--- config.mk ---
export PLATFORM = sky130hd
export DESIGN_NAME = atualizador_aster
export DESIGN_NICKNAME = d
export VERILOG_FILES = /design/src/rtl/aster_pkg.sv /design/src/rtl/passo_aster.sv /design/src/rtl/atualizador_aster.sv
export SDC_FILE = /design/constraint.sdc
export NUM_CORES = 1
export LEC_CHECK = 0
export BUFFER_PORTS_ARGS = -buffer_cell sky130_fd_sc_hd__buf_4
export CORE_UTILIZATION = 43
export CTS_BUF_LIST = sky130_fd_sc_hd__clkbuf_4 sky130_fd_sc_hd__clkbuf_8
export DETAILED_ROUTE_END_ITERATION = 6
export GPL_ROUTABILITY_DRIVEN = 0
export PLACE_DENSITY = 0.75
export SYNTH_ARGS = -nofsm -noshare
export SYNTH_HDL_FRONTEND = slang
export SYNTH_SLANG_ARGS = --single-unit
--- constraint.sdc ---
create_clock -name clk -period 3 [get_ports clk]
set_input_delay 0.15 -clock clk [delete_from_list [all_inputs] [get_ports clk]]
set_output_delay 0.15 -clock clk [all_outputs]
set_load 0.05 [all_outputs]
--- src/rtl/aster_pkg.sv ---
// Shared definitions for the asteroid motion engine: widths, entry layout,
// direction codes and FSM state encoding.
package aster_pkg;

    localparam int unsigned COORD_W = 4;
    localparam int unsigned DIR_W   = 2;
    localparam int unsigned ENTRY_W = 2 * COORD_W + DIR_W;

    // Entry layout, MSB first: x | y | dir
    localparam int unsigned DIR_LSB = 0;
    localparam int unsigned DIR_MSB = DIR_LSB + DIR_W - 1;
    localparam int unsigned Y_LSB   = DIR_MSB + 1;
    localparam int unsigned Y_MSB   = Y_LSB + COORD_W - 1;
    localparam int unsigned X_LSB   = Y_MSB + 1;
    localparam int unsigned X_MSB   = X_LSB + COORD_W - 1;

    localparam logic [DIR_W-1:0] DIR_XMAIS  = 2'b00;
    localparam logic [DIR_W-1:0] DIR_XMENOS = 2'b01;
    localparam logic [DIR_W-1:0] DIR_YMAIS  = 2'b10;
    localparam logic [DIR_W-1:0] DIR_YMENOS = 2'b11;

    typedef enum logic [1:0] {
        OCIOSO  = 2'd0,
        LEITURA = 2'd1,
        ESCRITA = 2'd2,
        FIM     = 2'd3
    } estado_t;

endpackage

--- src/rtl/passo_aster.sv ---
// One-step move of a single asteroid entry (combinational).
// ATUALIZADOR_SATURA_EN: when defined, coordinates clamp at the grid edge and
// the direction is reversed so the asteroid bounces; otherwise coordinates
// wrap modulo 2**COORD_W and the direction is kept.
module passo_aster
    import aster_pkg::*;
(
    input  logic [ENTRY_W-1:0] entrada,
    output logic [ENTRY_W-1:0] saida
);

`ifdef ATUALIZADOR_SATURA_EN
    localparam logic [COORD_W-1:0] COORD_MAX = '1;
    localparam logic [COORD_W-1:0] COORD_MIN = '0;
`endif

    logic [COORD_W-1:0] x;
    logic [COORD_W-1:0] y;
    logic [DIR_W-1:0]   dir;
    logic [COORD_W-1:0] x_n;
    logic [COORD_W-1:0] y_n;
    logic [DIR_W-1:0]   dir_n;

    assign x   = entrada[X_MSB:X_LSB];
    assign y   = entrada[Y_MSB:Y_LSB];
    assign dir = entrada[DIR_MSB:DIR_LSB];

    // Advance one cell along the direction field
    always_comb begin
        x_n   = x;
        y_n   = y;
        dir_n = dir;
        unique case (dir)
            DIR_XMAIS: begin
`ifdef ATUALIZADOR_SATURA_EN
                if (x == COORD_MAX) dir_n = DIR_XMENOS;
                else                x_n   = x + COORD_W'(1);
`else
                x_n = x + COORD_W'(1);
`endif
            end
            DIR_XMENOS: begin
`ifdef ATUALIZADOR_SATURA_EN
                if (x == COORD_MIN) dir_n = DIR_XMAIS;
                else                x_n   = x - COORD_W'(1);
`else
                x_n = x - COORD_W'(1);
`endif
            end
            DIR_YMAIS: begin
`ifdef ATUALIZADOR_SATURA_EN
                if (y == COORD_MAX) dir_n = DIR_YMENOS;
                else                y_n   = y + COORD_W'(1);
`else
                y_n = y + COORD_W'(1);
`endif
            end
            DIR_YMENOS: begin
`ifdef ATUALIZADOR_SATURA_EN
                if (y == COORD_MIN) dir_n = DIR_YMAIS;
                else                y_n   = y - COORD_W'(1);
`else
                y_n = y - COORD_W'(1);
`endif
            end
        endcase
    end

    assign saida = {x_n, y_n, dir_n};

endmodule

--- src/rtl/atualizador_aster.sv ---
// Asteroid motion engine: on each start pulse it sweeps the active entries of
// the asteroid RAM (read, move, write back) and flags a landing on the ship.
// The RAM has one cycle of read latency, so each entry takes a LEITURA cycle
// (address presented) and an ESCRITA cycle (q valid, moved entry written).
// Optional macro ATUALIZADOR_SATURA_EN selects saturate-and-bounce edges.
module atualizador_aster #(
    parameter int unsigned N_ASTER = 16,
    parameter int unsigned COORD_W = 4
) (
    input  logic                       clk,
    input  logic                       reset_n,
    input  logic                       iniciar,
    input  logic [$clog2(N_ASTER):0]   num_aster,
    input  logic [COORD_W-1:0]         nave_x,
    input  logic [COORD_W-1:0]         nave_y,
    input  logic [2*COORD_W+1:0]       mem_q,
    output logic                       mem_we,
    output logic [$clog2(N_ASTER)-1:0] mem_addr,
    output logic [2*COORD_W+1:0]       mem_data,
    output logic                       ocupado,
    output logic                       pronto,
    output logic                       colisao
);

    import aster_pkg::*;

    localparam int unsigned ADDR_W = $clog2(N_ASTER);
    localparam int unsigned CNT_W  = ADDR_W + 1;
    localparam logic [CNT_W-1:0] CNT_MAX = CNT_W'(N_ASTER);

    estado_t             estado_q, estado_d;
    logic [ADDR_W-1:0]   idx_q, idx_d;
    logic [CNT_W-1:0]    total_q, total_d;
    logic [COORD_W-1:0]  nave_x_q, nave_x_d;
    logic [COORD_W-1:0]  nave_y_q, nave_y_d;
    logic                colisao_q, colisao_d;
    logic                mem_we_q, mem_we_d;
    logic [ADDR_W-1:0]   mem_addr_q, mem_addr_d;
    logic                ocupado_q, ocupado_d;
    logic                pronto_q, pronto_d;

    logic [CNT_W-1:0]    num_clamp;
    logic                ultimo;
    logic                acerto;
    logic [ENTRY_W-1:0]  movido;

    // Moved version of the entry currently on the RAM read port
    passo_aster u_passo (
        .entrada (mem_q),
        .saida   (movido)
    );

    // Clamp request, last-entry and ship-hit detection
    always_comb begin
        num_clamp = (num_aster > CNT_MAX) ? CNT_MAX : num_aster;
        ultimo    = (CNT_W'(idx_q) == (total_q - CNT_W'(1)));
        acerto    = (movido[X_MSB:X_LSB] == nave_x_q) &&
                    (movido[Y_MSB:Y_LSB] == nave_y_q);
    end

    // Next-state logic; registered outputs are derived from the next state so
    // address and write enable are already valid during the state they belong to
    always_comb begin
        estado_d   = estado_q;
        idx_d      = idx_q;
        total_d    = total_q;
        nave_x_d   = nave_x_q;
        nave_y_d   = nave_y_q;
        colisao_d  = colisao_q;

        case (estado_q)
            OCIOSO: begin
                if (iniciar) begin
                    nave_x_d  = nave_x;
                    nave_y_d  = nave_y;
                    total_d   = num_clamp;
                    colisao_d = 1'b0;
                    idx_d     = '0;
                    estado_d  = (num_clamp == '0) ? FIM : LEITURA;
                end
            end
            LEITURA: begin
                estado_d = ESCRITA;
            end
            ESCRITA: begin
                if (acerto) colisao_d = 1'b1;
                if (ultimo) begin
                    estado_d = FIM;
                end else begin
                    idx_d    = idx_q + ADDR_W'(1);
                    estado_d = LEITURA;
                end
            end
            FIM: begin
                estado_d = OCIOSO;
            end
            default: begin
                estado_d = OCIOSO;
            end
        endcase

        mem_we_d   = (estado_d == ESCRITA);
        ocupado_d  = (estado_d == LEITURA) || (estado_d == ESCRITA);
        pronto_d   = (estado_d == FIM);
        mem_addr_d = ocupado_d ? idx_d : mem_addr_q;
    end

    // State and output registers
    always_ff @(posedge clk or negedge reset_n) begin
        if (!reset_n) begin
            estado_q   <= OCIOSO;
            idx_q      <= '0;
            total_q    <= '0;
            nave_x_q   <= '0;
            nave_y_q   <= '0;
            colisao_q  <= 1'b0;
            mem_we_q   <= 1'b0;
            mem_addr_q <= '0;
            ocupado_q  <= 1'b0;
            pronto_q   <= 1'b0;
        end else begin
            estado_q   <= estado_d;
            idx_q      <= idx_d;
            total_q    <= total_d;
            nave_x_q   <= nave_x_d;
            nave_y_q   <= nave_y_d;
            colisao_q  <= colisao_d;
            mem_we_q   <= mem_we_d;
            mem_addr_q <= mem_addr_d;
            ocupado_q  <= ocupado_d;
            pronto_q   <= pronto_d;
        end
    end

    // Write data depends on q, which only arrives during ESCRITA
    assign mem_data = (estado_q == ESCRITA) ? movido : '0;
    assign mem_we   = mem_we_q;
    assign mem_addr = mem_addr_q;
    assign ocupado  = ocupado_q;
    assign pronto   = pronto_q;
    assign colisao  = colisao_q;

endmodule
Word-level counts from Yosys, hierarchy flattened
Cells that the tools add are included.
{"block": "word_totals", "regBits": 27, "in_bits": 26, "output_inout_bits": 18, "wordCells": 53}
{"block": "op_classes", "n_addsub": 6, "order_cmp": 1, "n_eq_ne": 14, "muxes": 14, "n_reduce_logical": 8}
{"op": "case mux 4 bit (2 select lines)", "n": 3}
{"op": "adder 4 x 1 -> 4 bit (second input constant)", "n": 3}
{"op": "== test 2 bit (second input constant)", "n": 6}
{"op": "2-to-1 mux 10 bit", "n": 1}
{"op": "== test 4 bit", "n": 2}
{"op": "2-to-1 mux 4 bit", "n": 2}
{"op": "case mux 2 bit (4 select lines)", "n": 1}
{"op": "subtractor 4 x 1 -> 4 bit (second input constant)", "n": 2}
{"op": "== test 2 x 1 -> 1 bit (second input constant)", "n": 3}
{"op": "2-to-1 mux 2 bit", "n": 3}
{"op": "== test 4 x 5 -> 1 bit", "n": 1}
{"op": "> comparator 5 bit (second input constant)", "n": 1}
{"op": "zero test 5 bit", "n": 1}
{"op": "2-to-1 mux 5 bit", "n": 1}
{"op": "subtractor 5 x 1 -> 5 bit (second input constant)", "n": 1}
{"op": "zero test 2 bit", "n": 2}
{"op": "!= test 2 bit (second input constant)", "n": 2}
{"op": "AND reduction 3 bit", "n": 1}
{"op": "2-to-1 mux 1 bit", "n": 2}
{"op": "case mux 1 bit (2 select lines)", "n": 1}
{"op": "AND reduction 2 bit", "n": 1}
{"op": "nonzero test 2 bit", "n": 1}
{"op": "logical AND 1 bit", "n": 1}
{"op": "logical OR 1 bit", "n": 1}

Longest topological paths before layout
Gate-level depths: netlist (run 1).
{"block": "logic_depth", "ltp_word": 8, "depth_mapped": 9, "ltp_nobuf": 9}

Modules after synthesis
From an unflattened synthesis (run 1), not the netlist that was laid out.
{"block": "hier_totals", "hier_cells": 163, "hier_area_um2": 1602.8}
{"module": "atualizador_aster", "n_inst": 1, "cells_each": 134, "area_each_um2": 1362.6, "seq_area_each_um2": 675.6}
{"module": "passo_aster", "n_inst": 1, "cells_each": 29, "area_each_um2": 240.2, "seq_area_each_um2": 0.0}

Least setup slack after synthesis (run 1)
Ideal clock, no wire load.
{"block": "synth_path", "kind": "register to register", "startpoint": "register total_q[0]", "endpoint": "register mem_addr_q[0], in the netlist mem_addr[0]", "setup_ps": 125, "arrival_time_ps": 2063, "required_time_ps": 2875, "slack_ps": 812, "path_stages_with_launch": 9, "path_buffers": 0, "period_less_slack_ps": 2188, "path_cell_list": "dfrtp_1 -> inv_1 -> ha_1 -> or2b_1 -> o211ai_1 -> nand4_1 -> o22ai_1 -> ha_1 -> mux2_2"}
{"block": "synth_between", "elab_chain_len": 6, "word_cells_on_any_way": 9, "classes_between": "1 x add/sub; 3 x eq/ne; 4 x mux; 1 x reduce/logical"}
{"item": "start, declared", "line_no": "atualizador_aster.sv:33", "rtl": "logic [CNT_W-1:0] total_q, total_d;"}
{"item": "start signal, assigned", "line_no": "atualizador_aster.sv:124", "rtl": "total_q <= total_d;"}
{"item": "subtractor 5 x 1 -> 5 bit (*)", "line_no": "atualizador_aster.sv:56", "rtl": "ultimo = (CNT_W'(idx_q) == (total_q - CNT_W'(1)));"}
{"item": "== test 4 x 5 -> 1 bit (*)", "line_no": "atualizador_aster.sv:56"}
{"item": "2-to-1 mux 2 bit (*)", "line_no": "atualizador_aster.sv:87", "rtl": "if (ultimo) begin"}
{"item": "case mux 2 bit (4 select lines) (*)", "line_no": "atualizador_aster.sv:71", "rtl": "case (estado_q)"}
{"item": "net estado_d[1]", "line_no": "atualizador_aster.sv:31", "rtl": "estado_t estado_q, estado_d;"}
{"item": "== test 2 x 1 -> 1 bit / == test 2 bit (equally long branches)", "line_no": "atualizador_aster.sv:103", "rtl": "ocupado_d = (estado_d == LEITURA) || (estado_d == ESCRITA);"}
{"item": "logical OR 1 bit (*)", "line_no": "atualizador_aster.sv:103"}
{"item": "net ocupado_d", "line_no": "atualizador_aster.sv:39", "rtl": "logic ocupado_q, ocupado_d;"}
{"item": "end signal, assigned", "line_no": "atualizador_aster.sv:129", "rtl": "mem_addr_q <= mem_addr_d;"}
{"item": "end, declared", "line_no": "atualizador_aster.sv:38", "rtl": "logic [ADDR_W-1:0] mem_addr_q, mem_addr_d;"}
The timed path passes the listed nets; every way through them passes the cells marked *.
A chain may end at the register's enable or synchronous reset.

Final worst setup path (run 1)
Ends and elaborated chain as after synthesis.

==> results of run 1 <==
-- cells in the mapped netlist, types with 2 or more instances --
library cell and instances:
xnor2_1 9, o21ai_1 2, mux2_2 2, nor2_1 15, a2111oi_0 2, xor2_1 7
nand2b_1 3, nand3b_1 3, mux2i_1 4, dfrtp_1 27, ha_1 5, o21ai_0 4
nand2_1 38, nor4b_1 2, and2_1 2, a31oi_1 4, clkbuf_1 4, nor3b_1 2
nor2b_1 5, inv_1 5, or3b_1 2
-- metrics by stage --
stage	instances	cell area [sq um]	util
after floorplan	177	1670	-
after global placement	263	2030	0.552
after detailed placement	263	2030	0.552
after CTS	268	2090	0.568
after global routing	268	2090	0.568
final	268	2090	0.568
-- worst max-delay path by stage --
stage,startpoint,end,slack (ns)
floorplan,total_q[0]$_DFFE_PN0P_,mem_addr[0]$_DFFE_PN0P_,0.81
global placement,total_q[0]$_DFFE_PN0P_,mem_addr[0]$_DFFE_PN0P_,0.68
detailed placement,total_q[0]$_DFFE_PN0P_,mem_addr[1]$_DFFE_PN0P_,0.60
CTS,total_q[0]$_DFFE_PN0P_,mem_addr[0]$_DFFE_PN0P_,0.59
global route,total_q[0]$_DFFE_PN0P_,mem_addr[1]$_DFFE_PN0P_,0.43
finish,total_q[0]$_DFFE_PN0P_,mem_addr[0]$_DFFE_PN0P_,0.60
-- metal layers --
layer | up-vias | share of wire | track usage | routed length (um)
met3 | 5 | 0.036 | 0.0232 | 126
li1 | 701 | - | - | -
met4 | 0 | 0.014 | 0.0667 | 49
met2 | 30 | 0.43 | 0.264 | 1490
met1 | 652 | 0.52 | 0.264 | 1790
met5 | - | 0 | 0 | 0
-- registers in the layout (all words and copies together), names as in the netlist --
| signal | count |
|---|---|
| colisao | 1 |
| estado_q | 2 |
| pronto | 1 |
| total_q | 5 |
| nave_y_q | 4 |
| nave_x_q | 4 |
| idx_q | 4 |
| mem_we | 1 |
| ocupado | 1 |
| mem_addr | 4 |
-- cells by family (layout without fill, tap and decap cells) --
kind of cell,Yosys count,in the layout,share of synthesized area
AO/OA/AOI/OAI,26,26,0.126
buffers and inverters,11,54,0.0277
flip-flops,27,27,0.404
AND/OR/NAND/NOR,84,84,0.256
multiplexers,6,6,0.0374
adder cells (fa/ha/maj),5,5,0.0374
XOR/XNOR,18,18,0.112
-- critical path: stages (launching register included) --
cell and delay [ns]:
dfrtp_1 0.40, inv_1 0.09, ha_1 0.22, or2b_1 0.24, o211ai_1 0.29, nand4_1 0.18, o22ai_1 0.22, ha_1 0.30
mux2_2 0.36
-- final cells by class --
cell class              instances  area, sq um
flip-flops and latches         27          676
well taps                      48         60.1
clock buffers                   4         48.8
repair buffers                 45          340
fillers                       359         1600
inverters                       5         18.8
multi-input cells             139          950
-- power breakdown --
part / total (uW) / switching (uW) / leakage [uW] / internal (uW)
Combinational: 1070 / 649 / 0.000625 / 425
Clock: 213 / 108 / 0.0000262 / 104
Sequential: 673 / 149 / 0.000344 / 524
-- repair_timing --
action,CTS,global route
setup endpoints to repair,0,0
endpoints found under the hold margin,27,0
hold buffers,1,0
==> out/qor_table.md, run 1 <==
| Item | Value | Unit |
| --- | --- | --- |
| Wire length after detailed routing | 3460 | um |
| Worst-case clock skew | 0.00991 | ns |
| Setup Viol. Count Final | 0 | - |
| Root Driver | clkbuf_8 | - |
| Via count of the first global-routing pass | 1,245 | - |
| Worst hold path class | input port to flop | - |
| Hold path cells | 3 | - |
| Global Route Usage Sum | 0.179 | - |
| Capturing point of the worst reg2reg path | mem_addr[0]$_DFFE_PN0P_ | - |
| Outcome | completed | - |
| Vertical die dimension | 64.4 | um |
| Die footprint | 4140 | sq um |
| Clock sink total | 27 | - |
| Flip-flop and latch count after synthesis | 27 | - |
| Starting Density | 0.453 | - |
| Number of DRC violations after detailed-routing iteration 0 | 97 | - |
| Overall via count from detail_route | 1,388 | - |
| Post-Syn Nets | 208 | - |
| Sequential share of the synthesized area | 0.404 | - |
| Post-CTS setup buffers | 0 | - |
| Worst Reg-to-Reg Cells | 8 | - |
| Highest-count cells in the layout ignoring fill and taps | 44 x buf_4, 38 x nand2_1, 27 x dfrtp_1 | - |
| DRC violations left | 0 | - |
| Fraction of final layout cells with drive strength greater than 1 | 0.255 | - |
| Final hold slack | 0.0655 | ns |
| Antenna violations before repair | 0 | - |
| Final period util | 0.802 | - |
| Reg-to-reg startpoint | total_q[0]$_DFFE_PN0P_ | - |
| Peak Freq | 416 | MHz |
| TritonCTS clock tree | built | - |
| Clock-pin slew reported for the worst setup and hold paths after clock tree synthesis | 0.09 | ns |
| Hold Crit Endpoint | nave_x_q[3]$_DFFE_PN0P_ | - |
| Unrepaired setup endpoints after global routing | false | - |
| Initial DRT Pass Iterations | 4 | - |
| Pleak | 0.000996 | uW |
| Most frequent standard cell in the layout excluding fill and tap cells | buf_4 | - |
| Detail Placement HPWL | 2580 | um |
| Die Wd | 64.4 | um |
| Clock latency at the later pin of the worst-skew pair | 0.28 | ns |
| Growth of design area from synthesis to finish | 25.2 | % |
| Crit path arrival time | 2.58 | ns |
| Post-synth top area cell | dfrtp_1 | - |
| Final net count | 252 | - |
| Worst slack, placed | 0.602 | ns |
| Pwr Density | 936 | nW/um^2 |
| Maximum fanout encountered on the critical timing path | 7 | - |
| Setup crit end kind | flop | - |
| Total global routing overflow | 0 | - |
| Post-synth EDFFs | 0 | - |
| Antenna cells | 0 | - |
| Number of resized instances in the post-cts repair step | 0 | - |
| Count of final hold-check violations | 0 | - |
| Pin count of the biggest net entering global routing | 28 | - |
| Post-route setup TNS | 0 | ns |
| Worst Max-Slew Pin Slew | 0.541 | ns |
| WP data required | 3.17 | ns |
| Mean cell area of the mapped netlist | 9.44 | sq um |
| Fraction of registers with async set/reset | 1.00 | - |
| Relative slew slack | 0.639 | - |
| Global-route wire length before repair | 5740 | um |
| # Max-Cap Violations | 0 | - |
| Number of pins exceeding their max-slew limit in the final report | 0 | - |
| Count of port buffers added during placement | 43 | - |
| Maximum clock insertion buffer count | 2 | - |
| H-tree Lvls | 1 | - |
| Post-synthesis cell type count | 51 | - |
| Netlist area before placement | 1670 | sq um |
| Total number of yosys warnings | 0 | - |
| # IOs | 44 | - |
| Total clock buffers created by CTS | 3 | - |
| Standard cell core area | 3690 | sq um |
| Rows | 22 | - |
| Register-to-register setup slack | 0.60 | ns |
| Worst setup SP type | flop | - |
| Worst voltage drop across the vdd grid | 0.000446 | V |
| Syn Inst Count | 177 | - |
| Final Critical Period | 2.40 | ns |
| Post-DRT Antenna Nets | 0 | - |
| Number of vias per cell | 5.18 | - |
| Design Power | 1960 | uW |
| Origin of the worst min-delay path | nave_x[3] | - |
| Critical path type | flop to flop | - |
| Worst Slack Setup Final | 0.595 | ns |
| Routed wire per std cell | 12.9 | um |
| Area fraction of the dominant cell type after synthesis | 0.404 | - |
| Leading post-synthesis cells by cell area | dfrtp_1 40%, nand2_1 8.5%, xnor2_1 4.7% | - |
| Synth Flop Type | dfrtp_1 | - |
No activity file was read; power rests on OpenSTA's default activity.
==> run 2, diff against run 1 <==
Clock period 3 ns to 2.4 ns, I/O delays scaled along.
==> out/qor_table.md, run 2 (synthesized netlist as in run 1, its figures left out) <==
| Item | Value | Unit |
| --- | --- | --- |
| Setup crit end kind | flop | - |
| Worst hold path class | input port to flop | - |
| Maximum clock insertion buffer count | 2 | - |
| Share of total power in the clock network | 0.103 | - |
| Worst path bufs/invs | 1 | - |
| Pwr Density | 1170 | nW/um^2 |
| Final hold slack | 0.0326 | ns |
| Worst setup SP type | flop | - |
| Switching fraction of total power | 0.460 | - |
| Clock sink total | 27 | - |
| Final net count | 255 | - |
| Standard cell core area | 3690 | sq um |
| DRC violations left | 0 | - |
| Reg with most FFs | total_q | - |
| Sw Pwr | 1140 | uW |
| Rows | 22 | - |
| Count of final hold-check violations | 0 | - |
| Longest individual stage delay on the worst path | 0.41 | ns |
| Routed wire per std cell | 12.4 | um |
| Via count of the first global-routing pass | 1,237 | - |
| Total clock buffers created by CTS | 3 | - |
| Pleak | 0.00101 | uW |
| Critical path type | flop to flop | - |
| Relative slew slack | 0.640 | - |
| Final Critical Period | 2.24 | ns |
| Root Driver | clkbuf_8 | - |
| Worst-case clock skew | 0.00662 | ns |
| Number of pins exceeding their max-slew limit in the final report | 0 | - |
| Final period util | 0.932 | - |
| Initial DRT Pass Iterations | 4 | - |
| Final cell utilization of the core | 0.576 | - |
| Crit path arrival time | 2.41 | ns |
| Pin count of the biggest net entering global routing | 28 | - |
| Clock-pin slew reported for the worst setup and hold paths after clock tree synthesis | 0.09 | ns |
| Highest-count cells in the layout ignoring fill and taps | 47 x buf_4, 38 x nand2_1, 27 x dfrtp_1 | - |
| Worst Max-Slew Pin Slew | 0.540 | ns |
| Internal power | 1340 | uW |
| Worst voltage drop across the vdd grid | 0.000646 | V |
| Sequential Power Share | 0.337 | - |
| Post-DRT Antenna Nets | 0 | - |
| Antenna violations before repair | 0 | - |
| Most frequent standard cell in the layout excluding fill and tap cells | buf_4 | - |
| Peak Freq | 447 | MHz |
| Detail Placement HPWL | 2580 | um |
| Placed instance area | 2050 | sq um |
| Maximum fanout encountered on the critical timing path | 7 | - |
| Critical-path top delay cell | dfrtp_1 | - |
| Cells along the critical path | inv_1 -> ha_1 -> or2b_1 -> o211ai_1 -> nand4_1 -> o22ai_2 -> ha_2 -> mux2_2 | - |
| Final std cell area, no fill | 2120 | sq um |
| Starting Density | 0.453 | - |
| Global-route wire length before repair | 5760 | um |
| Overall via count from detail_route | 1,376 | - |
| Antenna cells | 0 | - |
| Number of vias per cell | 5.08 | - |
| Growth of design area from synthesis to finish | 27.1 | % |
| Total global routing overflow | 0 | - |
| Worst Slack Setup Final | 0.163 | ns |
| H-tree Lvls | 1 | - |
| Dominant delay contributor by cell family on the critical path | adder cells | - |
| # IOs | 44 | - |
| Die Wd | 64.4 | um |
| Global Route Usage Sum | 0.182 | - |
| Fraction of final layout cells with drive strength greater than 1 | 0.278 | - |
| Comb pwr share | 0.561 | - |
| WP data required | 2.57 | ns |
| # Max-Cap Violations | 0 | - |
| Count of port buffers added during placement | 43 | - |
| Setup Viol. Count Final | 0 | - |
| Wire length after detailed routing | 3360 | um |
| Vertical die dimension | 64.4 | um |
| Number of DRC violations after detailed-routing iteration 0 | 47 | - |
| Filler Cell Count | 344 | - |
| Number of flip-flops under the largest register name | 5 | - |
| Post-route setup TNS | 0 | ns |
| Worst slack, placed | 0.0931 | ns |
| Outcome | completed | - |
| Die footprint | 4140 | sq um |
| Clock latency at the later pin of the worst-skew pair | 0.28 | ns |
| TritonCTS clock tree | built | - |
==> run 2: changes by cell type in the layout (fill, tap and decap cells not counted) <==
cell / change
clkbuf_4: -1
o22ai_1: -1
o22ai_2: +1
nor2_2: +1
ha_1: -1
clkinv_2: +1
ha_2: +1
nor2_1: -1
buf_4: +3
==> run 2: cell type report <==
type | count | area [sq um] | share of cell area
Inverter | 5 | 18.8 | 0.00883
Multi-Input combinational cell | 139 | 961 | 0.452
Timing Repair Buffer | 48 | 363 | 0.171
Sequential cell | 27 | 676 | 0.318
Clock buffer | 3 | 41.3 | 0.0194
Tap cell | 48 | 60.1 | 0.0283
Clock inverter | 1 | 5.00 | 0.00236
==> run 2: path summary, 6_finish.rpt <==
path / start / endpoint / slack [ns] / depth (start not counted)
min in group asynchronous: reset_n / idx_q[0]$_DFF_PN0_ / 0.27 / 2
setup reg to reg: total_q[0]$_DFFE_PN0P_ / mem_addr[0]$_DFFE_PN0P_ / 0.16 / 8
max in group asynchronous: reset_n / nave_y_q[1]$_DFFE_PN0P_ / 1.86 / 2
hold reg to reg: nave_x_q[1]$_DFFE_PN0P_ / nave_x_q[1]$_DFFE_PN0P_ / 0.51 / 2
setup / recovery: total_q[0]$_DFFE_PN0P_ / mem_addr[0]$_DFFE_PN0P_ / 0.16 / 8
hold / removal: nave_y[0] / nave_y_q[0]$_DFFE_PN0P_ / 0.03 / 3
==> run 2: routing by layer <==
layer  share of wire  global-route usage  routed length, um
met1            0.51               0.273               1730
met2            0.43               0.261               1450
met3           0.036              0.0268                120
met4           0.018              0.0667                 59
met5               0                   0                  0
==> run 2: metrics by stage <==
step | instances | total power, uW
after floorplan | 177 | 1830
after global placement | 265 | 2170
after detailed placement | 265 | 2200
after CTS | 270 | 2460
after global routing | 271 | 2690
final | 271 | 2490
==> run 2: repair_timing <==
action                                  4_1_cts  5_1_grt
resized for setup                             0        3
hold buffers                                  1        0
endpoints found under the setup margin        0        4
hold endpoints to repair                     27        0
setup buffers                                 0        1
==> run 2: worst register-to-register path, cell delays in order, from the launching register on <==
cell      delay (ns)
dfrtp_1         0.41
inv_1           0.09
ha_1            0.21
or2b_1          0.23
o211ai_1        0.21
nand4_1         0.17
o22ai_2         0.17
ha_2            0.34
mux2_2          0.28
==> run 2: power groups by stage <==
| stage | Clock [uW] | Sequential [uW] | Combinational [uW] |
|---|---|---|---|
| 4_1_cts | 260 | 834 | 1360 |
| 6_report | 256 | 837 | 1390 |
| 3_3_place_gp | 0 | 841 | 1330 |
| 3_5_place_dp | 0 | 843 | 1360 |
| 5_1_grt | 281 | 867 | 1540 |
| 2_1_floorplan | 0 | 984 | 849 |
